$ cat config.mk
export PLATFORM = sky130hd
export DESIGN_NAME = conv2d_engine
export DESIGN_NICKNAME = d
export VERILOG_FILES = /design/src/rtl/conv2d_pkg.sv /design/src/rtl/conv2d_mac.sv /design/src/rtl/conv2d_engine.sv
export SDC_FILE = /design/constraint.sdc
export NUM_CORES = 1
export LEC_CHECK = 0
export CAP_MARGIN = 20
export CORE_UTILIZATION = 43
export DETAILED_ROUTE_END_ITERATION = 8
export GPL_ROUTABILITY_DRIVEN = 0
export HOLD_SLACK_MARGIN = 0.05
export MAX_ROUTING_LAYER = met4
export PLACE_DENSITY_LB_ADDON = 0.1
export SKIP_LAST_GASP = 1
export SLEW_MARGIN = 20
export SYNTH_ARGS = -nofsm -noshare
export SYNTH_HDL_FRONTEND = slang
export SYNTH_SLANG_ARGS = --single-unit
$ cat constraint.sdc
create_clock -name clk -period 24.7 [get_ports clk]
set_clock_uncertainty 0.2 [all_clocks]
set_input_delay 6.175 -clock clk [delete_from_list [all_inputs] [get_ports clk]]
set_output_delay 6.175 -clock clk [all_outputs]
set_load 0.02 [all_outputs]
$ cat src/rtl/conv2d_pkg.sv
// ---------------------------------------------------------------------------
// conv2d_pkg: shared FSM state, accumulator sizing, clamp and default kernel
// Rev 1.0
// ---------------------------------------------------------------------------
`default_nettype none

package conv2d_pkg;

  typedef enum logic [2:0] {
    S_IDLE = 3'd0,
    S_LOAD = 3'd1,
    S_MAC  = 3'd2,
    S_EMIT = 3'd3,
    S_DONE = 3'd4
  } state_t;

  function automatic int acc_width(input int pix_w, input int coef_w, input int k);
    return pix_w + coef_w + $clog2(k * k) + 1;
  endfunction

  function automatic logic [63:0] clamp_pix(input logic signed [63:0] res, input int pix_w);
    logic signed [63:0] max_v;
    max_v = (64'sd1 <<< pix_w) - 64'sd1;
    if (res < 64'sd0) return '0;
    if (res > max_v) return max_v;
    return res;
  endfunction

  // Identity kernel: only the centre tap is non-zero, at unity gain after SHIFT.
  function automatic logic [31:0] default_coef(input int idx, input int k, input int shift);
    return (idx == (k * k - 1) / 2) ? (32'd1 << shift) : 32'd0;
  endfunction

endpackage

`default_nettype wire

$ cat src/rtl/conv2d_mac.sv
// ---------------------------------------------------------------------------
// conv2d_mac: signed multiply-accumulate with tap-0 load, shift and clamp
// Rev 1.0
// ---------------------------------------------------------------------------
`default_nettype none

module conv2d_mac
  import conv2d_pkg::*;
#(
  parameter int PIX_W  = 8,
  parameter int COEF_W = 9,
  parameter int K      = 3,
  parameter int SHIFT  = 4
) (
  input  logic                     clk,
  input  logic                     rst,
  input  logic                     en_i,
  input  logic                     first_i,
  input  logic [PIX_W-1:0]         pix_i,
  input  logic signed [COEF_W-1:0] coef_i,
  output logic [PIX_W-1:0]         data_o
);

  localparam int ACC_W = acc_width(PIX_W, COEF_W, K);

  logic signed [ACC_W-1:0] pix_s;
  logic signed [ACC_W-1:0] coef_s;
  logic signed [ACC_W-1:0] prod;
  logic signed [ACC_W-1:0] acc_d;
  logic signed [ACC_W-1:0] acc_q;
  logic signed [ACC_W-1:0] res;
  logic [PIX_W-1:0]        data_d;
  logic [PIX_W-1:0]        data_q;

  assign pix_s  = {{(ACC_W-PIX_W){1'b0}}, pix_i};
  assign coef_s = {{(ACC_W-COEF_W){coef_i[COEF_W-1]}}, coef_i};
  assign prod   = pix_s * coef_s;
  assign acc_d  = first_i ? prod : acc_q + prod;
  assign res    = acc_d >>> SHIFT;
  // The clamped result tracks every tap, so it is final right after the last one.
  assign data_d = PIX_W'(clamp_pix(64'(res), PIX_W));

  always_ff @(posedge clk or posedge rst) begin
    if (rst) begin
      acc_q  <= '0;
      data_q <= '0;
    end else if (en_i) begin
      acc_q  <= acc_d;
      data_q <= data_d;
    end
  end

  assign data_o = data_q;

endmodule

`default_nettype wire

$ cat src/rtl/conv2d_engine.sv
// ---------------------------------------------------------------------------
// conv2d_engine: streamed K x K convolution; CONV_SAME_PAD_EN selects "same" mode
// Rev 1.0
// ---------------------------------------------------------------------------
`default_nettype none

module conv2d_engine
  import conv2d_pkg::*;
#(
  parameter int IMG_W  = 9,
  parameter int IMG_H  = 9,
  parameter int K      = 3,
  parameter int PIX_W  = 8,
  parameter int COEF_W = 9,
  parameter int SHIFT  = 4
) (
  input  logic                      clk,
  input  logic                      rst,
  input  logic                      coef_we_i,
  input  logic [$clog2(K*K)-1:0]    coef_addr_i,
  input  logic [COEF_W-1:0]         coef_data_i,
  input  logic                      start_i,
  input  logic                      pix_valid_i,
  output logic                      pix_ready_o,
  input  logic [PIX_W-1:0]          pix_data_i,
  output logic                      out_valid_o,
  input  logic                      out_ready_i,
  output logic [PIX_W-1:0]          out_data_o,
  output logic                      busy_o,
  output logic                      done_o
);

  localparam int TAPS = K * K;
  localparam int NPIX = IMG_W * IMG_H;
  localparam int AW   = $clog2(TAPS);
  localparam int PW   = $clog2(NPIX);
  localparam int CW   = $clog2((IMG_W > IMG_H ? IMG_W : IMG_H) + K) + 1;
`ifdef CONV_SAME_PAD_EN
  localparam int R_LAST = IMG_H - 1;
  localparam int C_LAST = IMG_W - 1;
`else
  localparam int R_LAST = IMG_H - K;
  localparam int C_LAST = IMG_W - K;
`endif

  state_t                   state_q;
  logic                     busy_q;
  logic                     pix_ready_q;
  logic                     out_valid_q;
  logic                     done_q;
  logic [PW-1:0]            ld_q;
  logic [AW-1:0]            tap_q;
  logic [CW-1:0]            ti_q;
  logic [CW-1:0]            tj_q;
  logic [CW-1:0]            r_q;
  logic [CW-1:0]            c_q;
  logic [PIX_W-1:0]         frame_q [NPIX];
  logic signed [COEF_W-1:0] coef_q  [TAPS];

  logic [PW-1:0]            rd_addr;
  logic [PIX_W-1:0]         tap_pix;

`ifdef CONV_SAME_PAD_EN
  localparam logic signed [CW-1:0] PAD_S = CW'((K - 1) / 2);
  localparam logic signed [CW-1:0] H_S   = CW'(IMG_H);
  localparam logic signed [CW-1:0] W_S   = CW'(IMG_W);
  logic signed [CW-1:0] row;
  logic signed [CW-1:0] col;
  logic                 in_frame;

  // Window is centred on (r,c); taps past the border read as zero.
  assign row      = signed'(r_q + ti_q) - PAD_S;
  assign col      = signed'(c_q + tj_q) - PAD_S;
  assign in_frame = (row >= 0) && (row < H_S) && (col >= 0) && (col < W_S);
  assign rd_addr  = PW'(32'(row) * IMG_W + 32'(col));
  assign tap_pix  = in_frame ? frame_q[rd_addr] : '0;
`else
  logic [CW-1:0] row;
  logic [CW-1:0] col;

  assign row     = r_q + ti_q;
  assign col     = c_q + tj_q;
  assign rd_addr = PW'(32'(row) * IMG_W + 32'(col));
  assign tap_pix = frame_q[rd_addr];
`endif

  conv2d_mac #(
    .PIX_W  (PIX_W),
    .COEF_W (COEF_W),
    .K      (K),
    .SHIFT  (SHIFT)
  ) u_mac (
    .clk     (clk),
    .rst     (rst),
    .en_i    (state_q == S_MAC),
    .first_i (tap_q == '0),
    .pix_i   (tap_pix),
    .coef_i  (coef_q[tap_q]),
    .data_o  (out_data_o)
  );

  always_ff @(posedge clk or posedge rst) begin
    if (rst) begin
      state_q     <= S_IDLE;
      busy_q      <= 1'b0;
      pix_ready_q <= 1'b0;
      out_valid_q <= 1'b0;
      done_q      <= 1'b0;
      ld_q        <= '0;
      tap_q       <= '0;
      ti_q        <= '0;
      tj_q        <= '0;
      r_q         <= '0;
      c_q         <= '0;
    end else begin
      done_q <= 1'b0;
      unique case (state_q)
        S_IDLE: begin
          if (start_i) begin
            state_q     <= S_LOAD;
            busy_q      <= 1'b1;
            pix_ready_q <= 1'b1;
            ld_q        <= '0;
            tap_q       <= '0;
            ti_q        <= '0;
            tj_q        <= '0;
            r_q         <= '0;
            c_q         <= '0;
          end
        end
        S_LOAD: begin
          if (pix_valid_i && pix_ready_q) begin
            ld_q <= ld_q + PW'(1);
            if (ld_q == PW'(NPIX - 1)) begin
              pix_ready_q <= 1'b0;
              state_q     <= S_MAC;
            end
          end
        end
        S_MAC: begin
          tap_q <= tap_q + AW'(1);
          if (tj_q == CW'(K - 1)) begin
            tj_q <= '0;
            ti_q <= ti_q + CW'(1);
          end else begin
            tj_q <= tj_q + CW'(1);
          end
          if (tap_q == AW'(TAPS - 1)) begin
            tap_q       <= '0;
            ti_q        <= '0;
            tj_q        <= '0;
            out_valid_q <= 1'b1;
            state_q     <= S_EMIT;
          end
        end
        S_EMIT: begin
          if (out_ready_i) begin
            out_valid_q <= 1'b0;
            if (r_q == CW'(R_LAST) && c_q == CW'(C_LAST)) begin
              done_q  <= 1'b1;
              state_q <= S_DONE;
            end else begin
              state_q <= S_MAC;
              if (c_q == CW'(C_LAST)) begin
                c_q <= '0;
                r_q <= r_q + CW'(1);
              end else begin
                c_q <= c_q + CW'(1);
              end
            end
          end
        end
        S_DONE: begin
          busy_q  <= 1'b0;
          state_q <= S_IDLE;
        end
        default: state_q <= S_IDLE;
      endcase
    end
  end

  always_ff @(posedge clk) begin
    if (state_q == S_LOAD && pix_valid_i && pix_ready_q) begin
      frame_q[ld_q] <= pix_data_i;
    end
  end

  always_ff @(posedge clk or posedge rst) begin
    if (rst) begin
      for (int i = 0; i < TAPS; i++) begin
        coef_q[i] <= COEF_W'(default_coef(i, K, SHIFT));
      end
    end else if (state_q == S_IDLE && coef_we_i && coef_addr_i < AW'(TAPS)) begin
      coef_q[coef_addr_i] <= coef_data_i;
    end
  end

  assign pix_ready_o = pix_ready_q;
  assign out_valid_o = out_valid_q;
  assign busy_o      = busy_q;
  assign done_o      = done_q;

endmodule

`default_nettype wire

==> flow_metrics.py <==
metrics = {
    "routing": {
        "via_count": 19100,
        "wirelength_um": 86300,
        "drtPass1Iterations": 6,
        "route.detailed.drc": 0,
        "drt_iter0_drc": 1451,
        "ant_nets": 0,
        "wl_per_cell_um": 25.6,
        "viasPerCell": 5.67,
    },
    "global_routing": {
        "grt_usage_pct": 21.5,
        "grt-ovfl-total": 0,
        "grt_max_degree": 96,
        "grt_pass1_wl_um": 131000,
        "grt_pass1_vias": 20100,
        "antenna_found_initial": 0,
    },
    "die": {
        "core_area_mm2": 0.0836,
        "die-area_mm2": 0.0854,
        "ios": 39,
        "die_y_um": 292,
        "initial_core_util_pct": 43.3,
        "die_x_um": 292,
        "num_rows": 106,
    },
    "finish": {
        "ff_latch_area_mm2": 0.0232,
        "multi_input_area_mm2": 0.0124,
        "areaGrowthSynthToFinish_pct": 12.1,
        "nNetsFinal": 2404,
        "diodes": 0,
        "fillers": 7069,
        "drive_gt1_share_pct": 23.3,
    },
    "clock_network": {
        "cts_sinks": 797,
        "ctsHoldBuffers": 0,
        "clockRootBuffer": "clkbuf_16",
        "cts_buffers": 89,
        "post_cts_resized": 0,
        "clockBufferDepth": 3,
        "cts_tree": "yes",
        "cts.clk_slew.worst_paths_ps": 60,
        "postCtsSetupBuffers": 0,
        "htree_levels": 3,
        "clock_latency_ps": 650,
    },
    "synthesis": {
        "netlist-cell-type-count": 71,
        "synthTopCellsByCount": "648 x edfxtp_1, 216 x mux4_2, 173 x nor2_1",
        "synth_area_mm2": 0.0362,
        "synth_seq_cells": 797,
        "synth-async-reset-ratio_pct": 18.7,
        "dominantRegCellSynth": "edfxtp_1",
        "syn_inst": 2146,
        "ys_top_cells_by_area": "edfxtp_1 54%, mux4_2 13%, dfrtp_1 10%, ha_1 3.7%, mux2_2 2.7%",
        "post-synth-top-count-cell": "edfxtp_1",
        "synth-warning-count": 0,
        "synth_top_area_share_pct": 53.7,
        "synth_top_cell_by_area": "edfxtp_1",
        "syn_nets": 2327,
        "synth-seq-area-share_pct": 64.0,
        "synth_edf_count": 648,
        "synth.avg_cell_area_um2": 16.9,
    },
    "timing": {
        "slew_violations": 0,
        "finalSetupViolations": 0,
        "min_period_ps": 12280,
        "slew_headroom_pct": 27.0,
        "post-route-period-util_pct": 49.7,
        "rsz0062_at_grt": "no",
        "hold_violations": 0,
        "tightest_slew_ps": 1090,
        "fmax_mhz": 81.5,
        "fin_tns_setup_ps": 0,
    },
    "critical_path": {
        "reg2reg_from": "tj_q[0]",
        "cpMostUsedCell": "fa_1",
        "crit_type": "flop to flop",
        "end_kind": "flop",
        "reg2reg_to": "u_mac.data_o[4]",
        "startpoint_type": "flop",
        "slowest_stage": "buf_4",
        "worstPathMaxFanout": 50,
        "max_stage_delay_ps": 710,
        "r2r_cells": 39,
        "cp_num_buf_inv": 7,
        "crit_arrival_ps": 12560,
        "r2r_setup_slack_ps": 12420,
        "cpLargestDelayFamily": "adder cells",
        "worst_ep_required_time_ps": 24980,
    },
    "run_status": {
        "status": "completed",
    },
    "worst_hold_path": {
        "hold_start": "u_mac.acc_q[5]",
        "whs_endpoint": "u_mac.acc_q[5]",
        "hp-class": "flop to flop",
        "holdPathStages": 2,
    },
    "placed_design": {
        "hpwl_um": 55200,
        "port_buffers": 38,
    },
    "run": {
        "maxCapViolCount": 0,
    },
}
layout by cell type (no fill, tap or decap), drive strengths merged, types with 16 or more instances in the layout:
master           n
edfxtp         648
mux4           218
nor2           173
dfrtp          148
nand2          114
ha             106
clkbuf         103
mux2            87
o21ai           85
inv             78
a21oi           64
fa              48
clkinv          48
buf             44
nand3           32
clkdlybuf4s50   30
mux2i           29
xor2            27
xnor2           27
a21o            18
or2             16
a211oi          16
flip-flops by register name (all words and copies together) (netlist names), 3 cells and up:
signal        count
r_q               5
u_mac.acc_q      22
ti_q              5
tap_q             4
tj_q              5
state_q           3
coef_q           81
c_q               5
u_mac.data_o      8
ld_q              7
frame_q         648
metrics by stage:
stage          instance area, um^2  setup slack [ps]  utilization, %  hold slack (ps)  cells
2_1_floorplan                36200             14320               -              252   2146
3_5_place_dp                 37800             12430            45.3              288   3211
4_1_cts                      40600             12410            48.6              301   3372
3_3_place_gp                 37800             12660            45.3              274   3211
5_1_grt                      40600             11900            48.6              316   3373
6_report                     40600             12420            48.6              297   3373
worst reg2reg max path: cells and delay by family, from the launching register on:
kind,cells,cell delay [ps]
buf+inv,7,1660
mux,4,1330
fa+ha+maj,11,4620
flops,1,440
xor+xnor,1,270
simple gates,4,810
compound gates,12,2810
kinds of logic (layout without fill, tap and decap cells):
family                   after synthesis  in the layout  synth area share (%)
multiplexers                         334            334                  17.1
XOR/XNOR                              54             54                  1.38
AO/OA/AOI/OAI                        222            222                  3.83
buffers and inverters                162            309                  2.00
AND/OR/NAND/NOR                      423            423                  5.37
flip-flops                           797            797                  64.0
adder cells (fa/ha/maj)              154            154                  6.32
area by class of cell:
| cell class | instances | share of cell area (%) |
|---|---|---|
| Tap cell | 1080 | 3.33 |
| Clock buffer | 103 | 5.66 |
| Clock inverter | 58 | 1.10 |
| Multi-Input combinational cell | 1187 | 30.5 |
| Inverter | 74 | 0.709 |
| Timing Repair Buffer | 74 | 1.53 |
| Sequential cell | 797 | 57.1 |
per-layer routing:
layer,vias up,routed length [um],global-route usage (%)
met3,141,3340,2.61
met2,417,42800,34.8
met1,10100,37700,28.6
li1,8485,-,-
met5,-,0,-
met4,0,2410,6.53
worst max-delay path by stage:
stage                            endpoint  slack [ps]  cells after the start     from
after floorplan                    busy_o       14320                      1      rst
after global placement    u_mac.data_o[6]       12660                     39   c_q[0]
after detailed placement  u_mac.data_o[6]       12430                     39  tj_q[0]
after CTS                 u_mac.data_o[6]       12410                     39  tj_q[0]
after global routing      u_mac.data_o[4]       11900                     39  tj_q[0]
final                     u_mac.data_o[4]       12420                     39  tj_q[0]
Power is not shown: default switching activity piles up to over one toggle a cycle in this logic, so the estimate is an artifact.
